## src/rtl/sr_wport_arb.sv

```systemverilog
// rtl/sr_wport_arb.sv - SR write-port arbiter: EX FIFO, trap holding register, read bypass
// Optional feature macro: SR_WARB_COALESCE_EN (merge pushes that hit the FIFO tail index).
module sr_wport_arb #(
  parameter int DATA_W     = 48,
  parameter int AIDX_W     = 2,
  parameter int DEPTH      = 4,
  parameter int STARVE_MAX = 4
) (
  input  logic                     iw_clk,
  input  logic                     iw_rst_n,
  input  logic                     iw_ex_sr_we,
  input  logic [AIDX_W-1:0]        iw_ex_sr_addr,
  input  logic [DATA_W-1:0]        iw_ex_sr_data,
  input  logic                     iw_ex_aux_we,
  input  logic [AIDX_W-1:0]        iw_ex_aux_addr,
  input  logic [DATA_W-1:0]        iw_ex_aux_data,
  output logic                     ow_ex_ready,
  input  logic                     iw_trap_we,
  input  logic [AIDX_W-1:0]        iw_trap_addr,
  input  logic [DATA_W-1:0]        iw_trap_data,
  output logic                     ow_trap_ready,
  output logic                     ow_sr_we,
  output logic [AIDX_W-1:0]        ow_sr_addr,
  output logic [DATA_W-1:0]        ow_sr_data,
  input  logic [AIDX_W-1:0]        iw_rd_addr,
  output logic                     ow_rd_hit,
  output logic [DATA_W-1:0]        ow_rd_data,
  output logic [$clog2(DEPTH):0]   ow_level
);
  localparam int PW = $clog2(DEPTH);
  localparam int LW = PW + 1;
  localparam int SW = $clog2(STARVE_MAX + 1);
  localparam logic [LW-1:0] READY_MAX = LW'(DEPTH - 2);

  logic [AIDX_W-1:0] r_mem_addr [DEPTH];
  logic [DATA_W-1:0] r_mem_data [DEPTH];
  logic [PW-1:0]     r_wptr, r_rptr;
  logic [LW-1:0]     r_level;
  logic              r_trap_v;
  logic [AIDX_W-1:0] r_trap_addr;
  logic [DATA_W-1:0] r_trap_data;
  logic [SW-1:0]     r_starve;
  logic              r_sr_we;
  logic [AIDX_W-1:0] r_sr_addr;
  logic [DATA_W-1:0] r_sr_data;

  logic              w_fifo_ne, w_grant_trap, w_grant_fifo, w_trap_push;
  logic              w_wa0_en, w_wa1_en;
  logic [PW-1:0]     w_wa0_ptr, w_wa1_ptr;
  logic [LW-1:0]     w_push_n;

  assign w_fifo_ne     = (r_level != '0);
  assign ow_ex_ready   = iw_rst_n && (r_level <= READY_MAX);
  assign ow_trap_ready = iw_rst_n && !r_trap_v;
  assign w_grant_trap  = r_trap_v && (!w_fifo_ne || (r_starve < SW'(STARVE_MAX)));
  assign w_grant_fifo  = !w_grant_trap && w_fifo_ne;
  assign w_trap_push   = iw_trap_we && (!r_trap_v || w_grant_trap);

`ifdef SR_WARB_COALESCE_EN
  logic [PW-1:0] w_tail;
  logic          w_tail_ok;
  assign w_tail    = r_wptr - PW'(1);
  // The tail cannot be merged into when it is the head leaving this cycle.
  assign w_tail_ok = w_fifo_ne && !(w_grant_fifo && (r_level == LW'(1)));
`endif

  // sr is always placed before aux so aux is the younger entry.
  always_comb begin
    w_wa0_en  = 1'b0;
    w_wa1_en  = 1'b0;
    w_wa0_ptr = r_wptr;
    w_wa1_ptr = r_wptr;
    w_push_n  = '0;
    if (ow_ex_ready) begin
      if (iw_ex_sr_we) begin
        w_wa0_en = 1'b1;
`ifdef SR_WARB_COALESCE_EN
        if (w_tail_ok && (r_mem_addr[w_tail] == iw_ex_sr_addr)) begin
          w_wa0_ptr = w_tail;
        end else begin
          w_push_n = LW'(1);
        end
`else
        w_push_n = LW'(1);
`endif
      end
      if (iw_ex_aux_we) begin
        w_wa1_en = 1'b1;
`ifdef SR_WARB_COALESCE_EN
        if (iw_ex_sr_we && (iw_ex_aux_addr == iw_ex_sr_addr)) begin
          w_wa1_ptr = w_wa0_ptr;
        end else if (!iw_ex_sr_we && w_tail_ok && (r_mem_addr[w_tail] == iw_ex_aux_addr)) begin
          w_wa1_ptr = w_tail;
        end else begin
          w_wa1_ptr = r_wptr + w_push_n[PW-1:0];
          w_push_n  = w_push_n + LW'(1);
        end
`else
        w_wa1_ptr = r_wptr + w_push_n[PW-1:0];
        w_push_n  = w_push_n + LW'(1);
`endif
      end
    end
  end

  always_ff @(posedge iw_clk) begin
    if (!iw_rst_n) begin
      r_wptr      <= '0;
      r_rptr      <= '0;
      r_level     <= '0;
      r_trap_v    <= 1'b0;
      r_trap_addr <= '0;
      r_trap_data <= '0;
      r_starve    <= '0;
      r_sr_we     <= 1'b0;
      r_sr_addr   <= '0;
      r_sr_data   <= '0;
    end else begin
      if (w_wa0_en) begin
        r_mem_addr[w_wa0_ptr] <= iw_ex_sr_addr;
        r_mem_data[w_wa0_ptr] <= iw_ex_sr_data;
      end
      if (w_wa1_en) begin
        r_mem_addr[w_wa1_ptr] <= iw_ex_aux_addr;
        r_mem_data[w_wa1_ptr] <= iw_ex_aux_data;
      end
      r_wptr  <= r_wptr + w_push_n[PW-1:0];
      r_level <= r_level + w_push_n - {{(LW-1){1'b0}}, w_grant_fifo};
      if (w_grant_fifo) r_rptr <= r_rptr + PW'(1);

      if (w_trap_push) begin
        r_trap_v    <= 1'b1;
        r_trap_addr <= iw_trap_addr;
        r_trap_data <= iw_trap_data;
      end else if (w_grant_trap) begin
        r_trap_v <= 1'b0;
      end

      if (w_grant_trap && w_fifo_ne) r_starve <= r_starve + SW'(1);
      else                           r_starve <= '0;

      r_sr_we <= w_grant_trap || w_grant_fifo;
      if (w_grant_trap) begin
        r_sr_addr <= r_trap_addr;
        r_sr_data <= r_trap_data;
      end else if (w_grant_fifo) begin
        r_sr_addr <= r_mem_addr[r_rptr];
        r_sr_data <= r_mem_data[r_rptr];
      end
    end
  end

  // Later matches override earlier ones: output reg, then FIFO oldest->youngest, then trap.
  always_comb begin
    ow_rd_hit  = 1'b0;
    ow_rd_data = '0;
    if (r_sr_we && (r_sr_addr == iw_rd_addr)) begin
      ow_rd_hit  = 1'b1;
      ow_rd_data = r_sr_data;
    end
    for (int i = 0; i < DEPTH; i++) begin
      if ((LW'(i) < r_level) && (r_mem_addr[r_rptr + PW'(i)] == iw_rd_addr)) begin
        ow_rd_hit  = 1'b1;
        ow_rd_data = r_mem_data[r_rptr + PW'(i)];
      end
    end
    if (r_trap_v && (r_trap_addr == iw_rd_addr)) begin
      ow_rd_hit  = 1'b1;
      ow_rd_data = r_trap_data;
    end
  end

  assign ow_sr_we   = r_sr_we;
  assign ow_sr_addr = r_sr_addr;
  assign ow_sr_data = r_sr_data;
  assign ow_level   = r_level;

endmodule

```

## config.mk

```make
export PLATFORM = sky130hd
export DESIGN_NAME = sr_wport_arb
export DESIGN_NICKNAME = d
export VERILOG_FILES = /design/src/rtl/sr_wport_arb.sv
export SDC_FILE = /design/constraint.sdc
export NUM_CORES = 1
export LEC_CHECK = 0
export CAP_MARGIN = 10
export CELL_PAD_IN_SITES_DETAIL_PLACEMENT = 0
export CELL_PAD_IN_SITES_GLOBAL_PLACEMENT = 1
export CORE_UTILIZATION = 58
export CTS_BUF_LIST = sky130_fd_sc_hd__clkbuf_2
export DETAILED_ROUTE_END_ITERATION = 12
export DONT_BUFFER_PORTS = 1
export PLACE_DENSITY_LB_ADDON = 0.08
export SLEW_MARGIN = 10
export SYNTH_ARGS = -nofsm -noshare
export SYNTH_HDL_FRONTEND = slang
export SYNTH_SLANG_ARGS = --single-unit
```

## constraint.sdc

```tcl
create_clock -name iw_clk -period 8.5 [get_ports iw_clk]
set_input_delay 0.425 -clock iw_clk [delete_from_list [all_inputs] [get_ports iw_clk]]
set_output_delay 0.425 -clock iw_clk [all_outputs]
set_load 0.005 [all_outputs]
```

==> After elaboration in Yosys (flattened, before gate mapping) <==
Memories as Yosys holds them, arrays and structs flattened. A register that Yosys moved wholly into a read port is not among the register bits.
Cells that the tools add are included.
{ "totals": {"regBits": 112, "ramBits": 200, "input_bits": 157, "mem_count": 2} }
{ "memory_table": {"columns": ["memory", "depth", "width", "read_ports", "rd_clocked_by_memory_dff", "wr", "line_no", "rtl"], "rows": [
  ["r_mem_data", 4, 48, 4, 1, 2, "36", "logic [DATA_W-1:0] r_mem_data [DEPTH];"],
  ["r_mem_addr", 4, 2, 4, 1, 2, "35", "logic [AIDX_W-1:0] r_mem_addr [DEPTH];"]
]} }
{ "classes": {"n_addsub": 9, "order_cmp": 6, "n_eq_ne": 6, "muxes": 38, "n_reduce_logical": 22} }
{ "op_table": {"columns": ["op", "n"], "rows": [
  ["$mux W48", 8],
  ["$mux W1", 19],
  ["$mux W2", 8],
  ["$eq A2 B2 Y1", 6],
  ["$logic_and A1 B1 Y1", 12],
  ["$mux W3", 3],
  ["$add A3 B1 Y3 const B", 2],
  ["$lt A1 B3 Y1 const A", 2],
  ["$lt A2 B3 Y1 const A", 2],
  ["$add A2 B2 Y2", 2],
  ["$add A2 B2 Y2 const B", 2],
  ["$reduce_bool A2 Y1", 2],
  ["$add A3 B3 Y3", 1],
  ["$le A3 B2 Y1 const B", 1],
  ["$logic_not A1 Y1", 3],
  ["$logic_or A1 B1 Y1", 3],
  ["$lt A3 B3 Y1 const B", 1],
  ["$reduce_bool A3 Y1", 1],
  ["$sub A3 B1 Y3", 1],
  ["$add A2 B1 Y2 const B", 1],
  ["$reduce_and A2 Y1", 1]
]} }

==> Depth between registers and ports, before layout <==
Gate-level depths: netlist of the first run.
{ "depth": {"depth_word": 8, "depth_mapped": 11, "ltp_nobuf": 9} }

==> Least setup slack after synthesis of the first run <==
No wires, ideal clock.
{ "synth_path": {"path_kind": "flip-flop to flip-flop", "start": "register r_level[2] (netlist: ow_level[2])", "end": "memory r_mem_addr[0][0], enable pin", "setup_ps": 475, "arrival_time_ps": 3735, "t_required_ps": 8025, "path_slack_ps": 4290, "stages_incl_launch_ff": 7, "period_less_slack_ps": 4210, "path_cell_list": "dfxtp_1 clkbuf_1 a21oi_1 and2_1 clkbuf_1 nand3b_1 o22ai_1"} }
{ "synth_lines": {"columns": ["item", "line_no", "rtl"], "rows": [
  ["from (decl)", "38", "logic [LW-1:0] r_level;"],
  ["from (signal assigned)", "128", "r_level <= r_level + w_push_n - {{(LW-1){1'b0}}, w_grant_fifo};"],
  ["to (decl)", "35", null]
]} }

==> Worst setup path after layout of the first run <==
{ "layout_path": {"start": "register r_rptr[1]", "end": "output port ow_rd_data[15]"} }
{ "layout_between": {"elab_chain_cells": 8, "word_cells_on_any_way": 15, "cone_classes": "add/sub: 3; eq/ne: 3; mux: 4; reduce/logical: 3; memory: 2"} }
{ "layout_lines": {"columns": ["item", "line_no", "rtl"], "rows": [
  ["from (decl)", "37", "logic [PW-1:0] r_wptr, r_rptr;"],
  ["from (signal assigned)", "129", "if (w_grant_fifo) r_rptr <= r_rptr + PW'(1);"],
  ["$add A2 B1 Y2", "162, 164", null],
  ["$mem_v2 Z4 W2", null, null],
  ["$eq A2 B2 Y1", "162", "if ((LW'(i) < r_level) && (r_mem_addr[r_rptr + PW'(i)] == iw_rd_addr)) begin"],
  ["$logic_and A1 B1 Y1", "162", null],
  ["$mux W48 (2 in a row)", "162", null],
  ["$mux W48 *", "162", null],
  ["$mux W48 *", "167", "if (r_trap_v && (r_trap_addr == iw_rd_addr)) begin"],
  ["to (decl)", "27", "output logic [DATA_W-1:0] ow_rd_data,"]
]} }
Mark *: on every way between the ends. The rest lies on a longest branch, timed or not.

==> impl_metrics.toml, run 1 <==
[outcome]
status = "complete, no violations"

[clock_network]
clockRootBuffer = "clkbuf_2"
tritoncts = "yes"
clk_pin_slew_ns = 0.11
insertion_delay_ns = 1.00
cts.repair.resized = 0
hold_buffers = 227
cts_max_level = 3
cts_num_sinks = 314
clk_path_buf_depth = 3
numCtsBuffers = 86
cts_setup_buffers = 0

[global_route]
grt_pass1_wl_um = 98600
grt_pass1_vias = 16900
grt_overflow_total = 0
grt_max_degree = 110
grt_use_total = 0.382
antenna_found_initial = 6

[timing]
finalSetupTns_ns = 0
setup_viol = 0
fmax_mhz = 168
worst_pin_slew_ns = 1.34
fin_ws_ns = 2.54
fin_crit_sh = 0.702
rsz0062_at_grt = "no"
relSlewSlack = 0.105
skew_ns = 0.0520
drv_slew = 0
final_hold_viol_count = 0
min_period_ns = 5.96

[synth]
syn_nets = 1840
synth_top_cell_area_share = 0.306
synth_cell_types = 41
avgSynthCellArea_um2 = 11.7
synth_area_um2 = 19600
yosysWarnings = 0
ys_async_sr_fraction = 0
ys.flop_type = "edfxtp_1"
ys_ff_latch = 314
synth_common_cells = "mux2_2 (296), nand2_1 (209), edfxtp_1 (200)"
synth-edff-count = 200
synthTopCellsByArea = "edfxtp_1 (31%), mux2_2 (17%), dfxtp_1 (12%)"
synth-seq-area-share = 0.423
synthCells = 1676
synth_top_area_cell = "edfxtp_1"
yosysMostFrequentCell = "mux2_2"

[floorplan]
coreArea_um2 = 32900
num_rows = 66
ios = 262
dieArea_um2 = 34500
die_w_um = 186
initial_utilization = 0.596
die_h_um = 186

[setup_path]
crit_arrival_ns = 5.54
r2r_cells = 7
cp_max_fo = 60
critPathLaunchType = "flip-flop"
setup.worst_path.class = "reg2out"
r2r_setup_slack_ns = 4.18
worstReg2RegEnd = "r_mem_data[1][22]"
endpoint_kind = "output pin"
reg2reg_from = "ow_level[2]"
required_ns = 8.08

[placement]
place_hpwl_um = 35600
place_ws_ns = 3.74
portBuffers = 0
routabilityCongestion = 0.846

[cells_and_area]
syn2layout_area_growth_pct = 17.0
nNetsFinal = 2013
fillers = 2467
drive_above_1_share = 0.308

[hold_path]
min_to = "r_trap_data[19]"
whs_path_depth = 2
hold_class = "in2reg"
holdCritStartpoint = "iw_rst_n"

[detailed_routing]
drt_wl_total_um = 66000
drc_errors = 0
vias_per_cell = 6.98
post_drt_wl_per_cell_um = 27.9
drtIter0Drc = 1559
num_vias = 16500
dr.pass1.iters = 8
ant_nets = 0

[pwr]
ir_worst_vdd_uv = 154
leakage_uw = 0.00797
powerDensity_nw_per_um2 = 266

[flow_run]
max_cap_viol_count = 0
[flip-flops by register name, indices dropped and copies added, names as in the netlist, named ones only]
name,cells
ow_level,3
ow_sr_addr,2
ow_sr_data,48
ow_sr_we,1
r_mem_addr,8
r_mem_data,192
r_rptr,2
r_starve,3
r_trap_addr,2
r_trap_data,48
r_trap_v,1
r_wptr,2
[cells in the final DEF (no fill, tap or decap), types with 4 or more instances in the layout]
cell,netlist,layout
a21boi_0,51,51
a21oi_1,6,6
a221oi_1,48,48
a31oi_1,97,97
and2_1,13,12
buf_4,2,27
clkbuf_2,0,130
clkinv_1,2,20
dfxtp_1,114,110
dfxtp_4,0,4
diode_2,0,5
dlygate4sd3_1,0,226
edfxtp_1,200,200
ha_1,6,6
inv_1,6,6
mux2_2,296,296
mux2i_1,54,54
mux4_2,101,101
nand2_1,209,206
nand3_1,6,5
nor2_1,56,51
nor2_4,0,5
o21ai_0,49,49
o221ai_1,49,49
o22ai_1,50,48
o32ai_1,48,48
xnor2_1,14,14
xor2_1,7,7
[report_power, final]
part           internal [uW]  total [uW]  switching, uW
combinational           1220        2740           1520
clock                    499        1180            685
sequential              1860        2180            321
[how the worst max path moves through the flow]
stage	to	cells after the start	slack (ns)	startpoint
after floorplan	r_mem_addr[0][0]	6	4.29	ow_level[2]
after global placement	ow_rd_data[15]	8	3.81	r_rptr[1]
after detailed placement	ow_rd_data[15]	8	3.74	r_rptr[1]
after CTS	ow_rd_data[15]	8	2.63	r_rptr[1]
after global routing	ow_rd_data[15]	8	2.30	r_rptr[1]
final	ow_rd_data[15]	8	2.54	r_rptr[1]
[area by class of cell]
cell class,count,area [um2],area share
Inverter,8,31.3,0.00136
Clock buffer,130,651,0.0284
Timing Repair Buffer,254,2490,0.109
Multi-Input combinational cell,1185,10700,0.467
Tap cell,442,553,0.0241
Clock inverter,28,191,0.00835
Antenna cell,5,12.5,0.000546
Sequential cell,314,8300,0.362
[worst max-delay path, cell delays in order, from the launching register on]
cell,delay (ns)
dfxtp_4,1.08
clkinv_2,0.10
buf_4,0.51
mux2i_1,0.35
xor2_1,0.13
a2111oi_4,0.99
buf_4,0.67
a221oi_1,0.10
o32ai_1,0.53
[kinds of logic after synthesis]
kind of cell | count (synthesis) | share of synthesized area
compound gates | 402 | 0.148
mux | 451 | 0.314
fa+ha+maj | 7 | 0.00485
xor+xnor | 21 | 0.00938
simple gates | 304 | 0.0634
buf+inv | 177 | 0.0377
flops | 314 | 0.423
[per-stage QoR]
step	power (uW)	cell area, um2	hold slack (ns)	utilization	std cells
6_report	6100	22900	0.106	0.698	2366
5_1_grt	6380	22900	0.0136	0.698	2366
4_1_cts	6040	22900	0.0163	0.697	2361
3_5_place_dp	4750	19800	0.423	0.602	1976
3_3_place_gp	4690	19800	0.416	0.602	1976
2_1_floorplan	4080	19600	0.405	-	1676
[routing by layer]
metal  vias to the layer above  track usage  share of wire
li1                       7094            -              -
met1                      8160        0.458           0.37
met2                      1056        0.623           0.48
met3                       216        0.114           0.11
met4                         0        0.194          0.039
met5                         -            0              0
Note: power is estimated with default switching activity, not from simulation.
==> inputs of run 2 (changes only) <==
--- a/config.mk
+++ b/config.mk
@@ -8,7 +8,7 @@
 export CAP_MARGIN = 10
 export CELL_PAD_IN_SITES_DETAIL_PLACEMENT = 0
 export CELL_PAD_IN_SITES_GLOBAL_PLACEMENT = 1
-export CORE_UTILIZATION = 58
+export CORE_UTILIZATION = 53
 export CTS_BUF_LIST = sky130_fd_sc_hd__clkbuf_2
 export DETAILED_ROUTE_END_ITERATION = 12
 export DONT_BUFFER_PORTS = 1
==> constraint.sdc (replaced) <==
create_clock -name iw_clk -period 6.2 [get_ports iw_clk]
set_input_delay 0.31 -clock iw_clk [delete_from_list [all_inputs] [get_ports iw_clk]]
set_output_delay 0.31 -clock iw_clk [all_outputs]
set_load 0.005 [all_outputs]
==> run 2 against run 1 <==
Against the previous run:
- clock power grew 30%
- critical path type unchanged
- critical path depth shrank 1
- via count shrank 0.21%
- clock-buffer cell count grew 8
- critical endpoint is now ow_rd_data[46]
- utilization shrank 5.9 points
- power grew 36%
- cell count grew 2.9%
- sequential share of layout area shrank 0.63 points
- register-to-register slack lost 2.5 ns
- combinational power grew 40%
- largest power group unchanged
- flip-flop and latch count is the same
==> impl_metrics.toml, run 2 (same netlist as run 1, synthesis figures left out) <==
[global_route]
antenna_found_initial = 3
grt_max_degree = 113
grt_pass1_wl_um = 102000
grt_use_total = 0.354
grt_overflow_total = 0
grt_pass1_vias = 16900

[detailed_routing]
drt_wl_total_um = 67400
drtIter0Drc = 1603
post_drt_wl_per_cell_um = 27.7
ant_nets = 0
dr.pass1.iters = 5
num_vias = 16500
drc_errors = 0
vias_per_cell = 6.77

[floorplan]
num_rows = 70
coreArea_um2 = 36500
initial_utilization = 0.537
die_w_um = 194
die_h_um = 194
dieArea_um2 = 37800
ios = 262

[setup_path]
setup.worst_path.class = "reg2out"
crit_path_top_delay_cell = "dfxtp_4"
critPathLaunchType = "flip-flop"
cpPeakStageDelay_ns = 1.01
cp_max_fo = 50
r2r_cells = 10
reg2reg_from = "ow_level[2]"
worstReg2RegEnd = "r_trap_data[46]"
crit_arrival_ns = 4.76
required_ns = 5.89
endpoint_kind = "output pin"
r2r_setup_slack_ns = 1.72
cp_cell_sequence = "mux4_2 -> xor2_1 -> nor3_4 -> nor2_4 -> buf_4 -> a221oi_1 -> o32ai_1"

[timing]
rsz0062_at_grt = "no"
min_period_ns = 5.07
skew_ns = 0.0480
finalSetupTns_ns = 0
worst_pin_slew_ns = 1.12
setup_viol = 0
fin_ws_ns = 1.13
relSlewSlack = 0.250
final_hold_viol_count = 0
fmax_mhz = 197
fin_crit_sh = 0.818
drv_slew = 0

[cells_and_area]
syn2layout_area_growth_pct = 19.1
top_register = "r_mem_data"
drive_above_1_share = 0.305
seq_area_um2 = 8300
multi_input_area_um2 = 10700
layout.cells.non_filler = 2435
postLayoutCoreUtil = 0.639
final_cell_area_um2 = 23300
final_common_cell = "mux2_2"
nNetsFinal = 2055
fillers = 2931
final_cell_mix = "mux2_2 (296), dlygate4sd3_1 (267), nand2_1 (206)"
largest_reg_flops = 192

[pwr]
ir_worst_vdd_uv = 237
leakage_uw = 0.00809
powerDensity_nw_per_um2 = 357

[clock_network]
clockRootBuffer = "clkbuf_2"
clk_pin_slew_ns = 0.11
cts_num_sinks = 314
tritoncts = "yes"
cts_max_level = 3
cts_setup_buffers = 0
numCtsBuffers = 88
insertion_delay_ns = 0.98
clk_path_buf_depth = 3

[placement]
placed_area_um2 = 19800
dp.cells = 2001
portBuffers = 0
place_ws_ns = 2.18
routabilityCongestion = 0.814
place_hpwl_um = 36900

[hold_path]
hold_class = "in2reg"
min_to = "r_mem_data[3][2]"
holdCritStartpoint = "iw_ex_aux_data[2]"
whs_path_depth = 2

[outcome]
status = "complete, no violations"

[flow_run]
max_cap_viol_count = 0
[run 2: cell count changes in the layout (fill, tap and decap cells not counted), sizes merged]
| cell | previous run | this run |
|---|---|---|
| buf | 28 | 27 |
| diode | 5 | 3 |
| dlygate4sd3 | 226 | 267 |
| inv | 9 | 11 |
| clkbuf | 130 | 138 |
| bufinv | 3 | 0 |
| clkinv | 24 | 22 |
[run 2: final cells by class]
| class | count | share of cell area |
|---|---|---|
| Tap cell | 468 | 0.0251 |
| Clock buffer | 138 | 0.0296 |
| Inverter | 8 | 0.00139 |
| Antenna cell | 3 | 0.000322 |
| Multi-Input combinational cell | 1185 | 0.459 |
| Sequential cell | 314 | 0.356 |
| Clock inverter | 25 | 0.00434 |
| Timing Repair Buffer | 294 | 0.124 |
[run 2: report_power, final]
part,switching (uW),total [uW],internal [uW]
sequential,408,2960,2550
combinational,2140,3840,1700
clock,942,1530,590
[run 2: worst max-delay path by stage]
stage	to	slack [ns]	cells past startpoint
CTS	ow_rd_data[46]	1.08	7
finish	ow_rd_data[46]	1.13	7
detailed placement	ow_rd_data[46]	2.18	7
floorplan	r_mem_addr[0][0]	1.99	6
global placement	ow_rd_data[46]	2.25	7
global route	ow_rd_data[11]	0.96	7
[run 2: through the flow]
| step | power [uW] | hold slack (ns) |
|---|---|---|
| 2_1_floorplan | 5590 | 0.405 |
| 3_3_place_gp | 6510 | 0.422 |
| 3_5_place_dp | 6570 | 0.430 |
| 4_1_cts | 8290 | 0.0000882 |
| 5_1_grt | 8740 | 0.00638 |
| 6_report | 8330 | 0.0926 |
[run 2: repair_timing]
item,in CTS,in global routing
endpoints found under the hold margin,314,2
resized for setup,0,0
hold buffers,266,2
[run 2: critical path, delay by kind of cell, from the launching register on]
kind / cells / cell delay [ns]
multiplexers: 1 / 0.46
flip-flops: 1 / 1.01
AO/OA/AOI/OAI: 2 / 0.70
XOR/XNOR: 1 / 0.26
buffers and inverters: 1 / 0.49
AND/OR/NAND/NOR: 2 / 0.85
[run 2: layer usage]
metal / up-vias / track usage / part of all wire
met5: - / 0 / 0
met3: 136 / 0.0791 / 0.094
met4: 0 / 0.132 / 0.024
met1: 8257 / 0.441 / 0.39
li1: 7179 / - / -
met2: 920 / 0.603 / 0.50
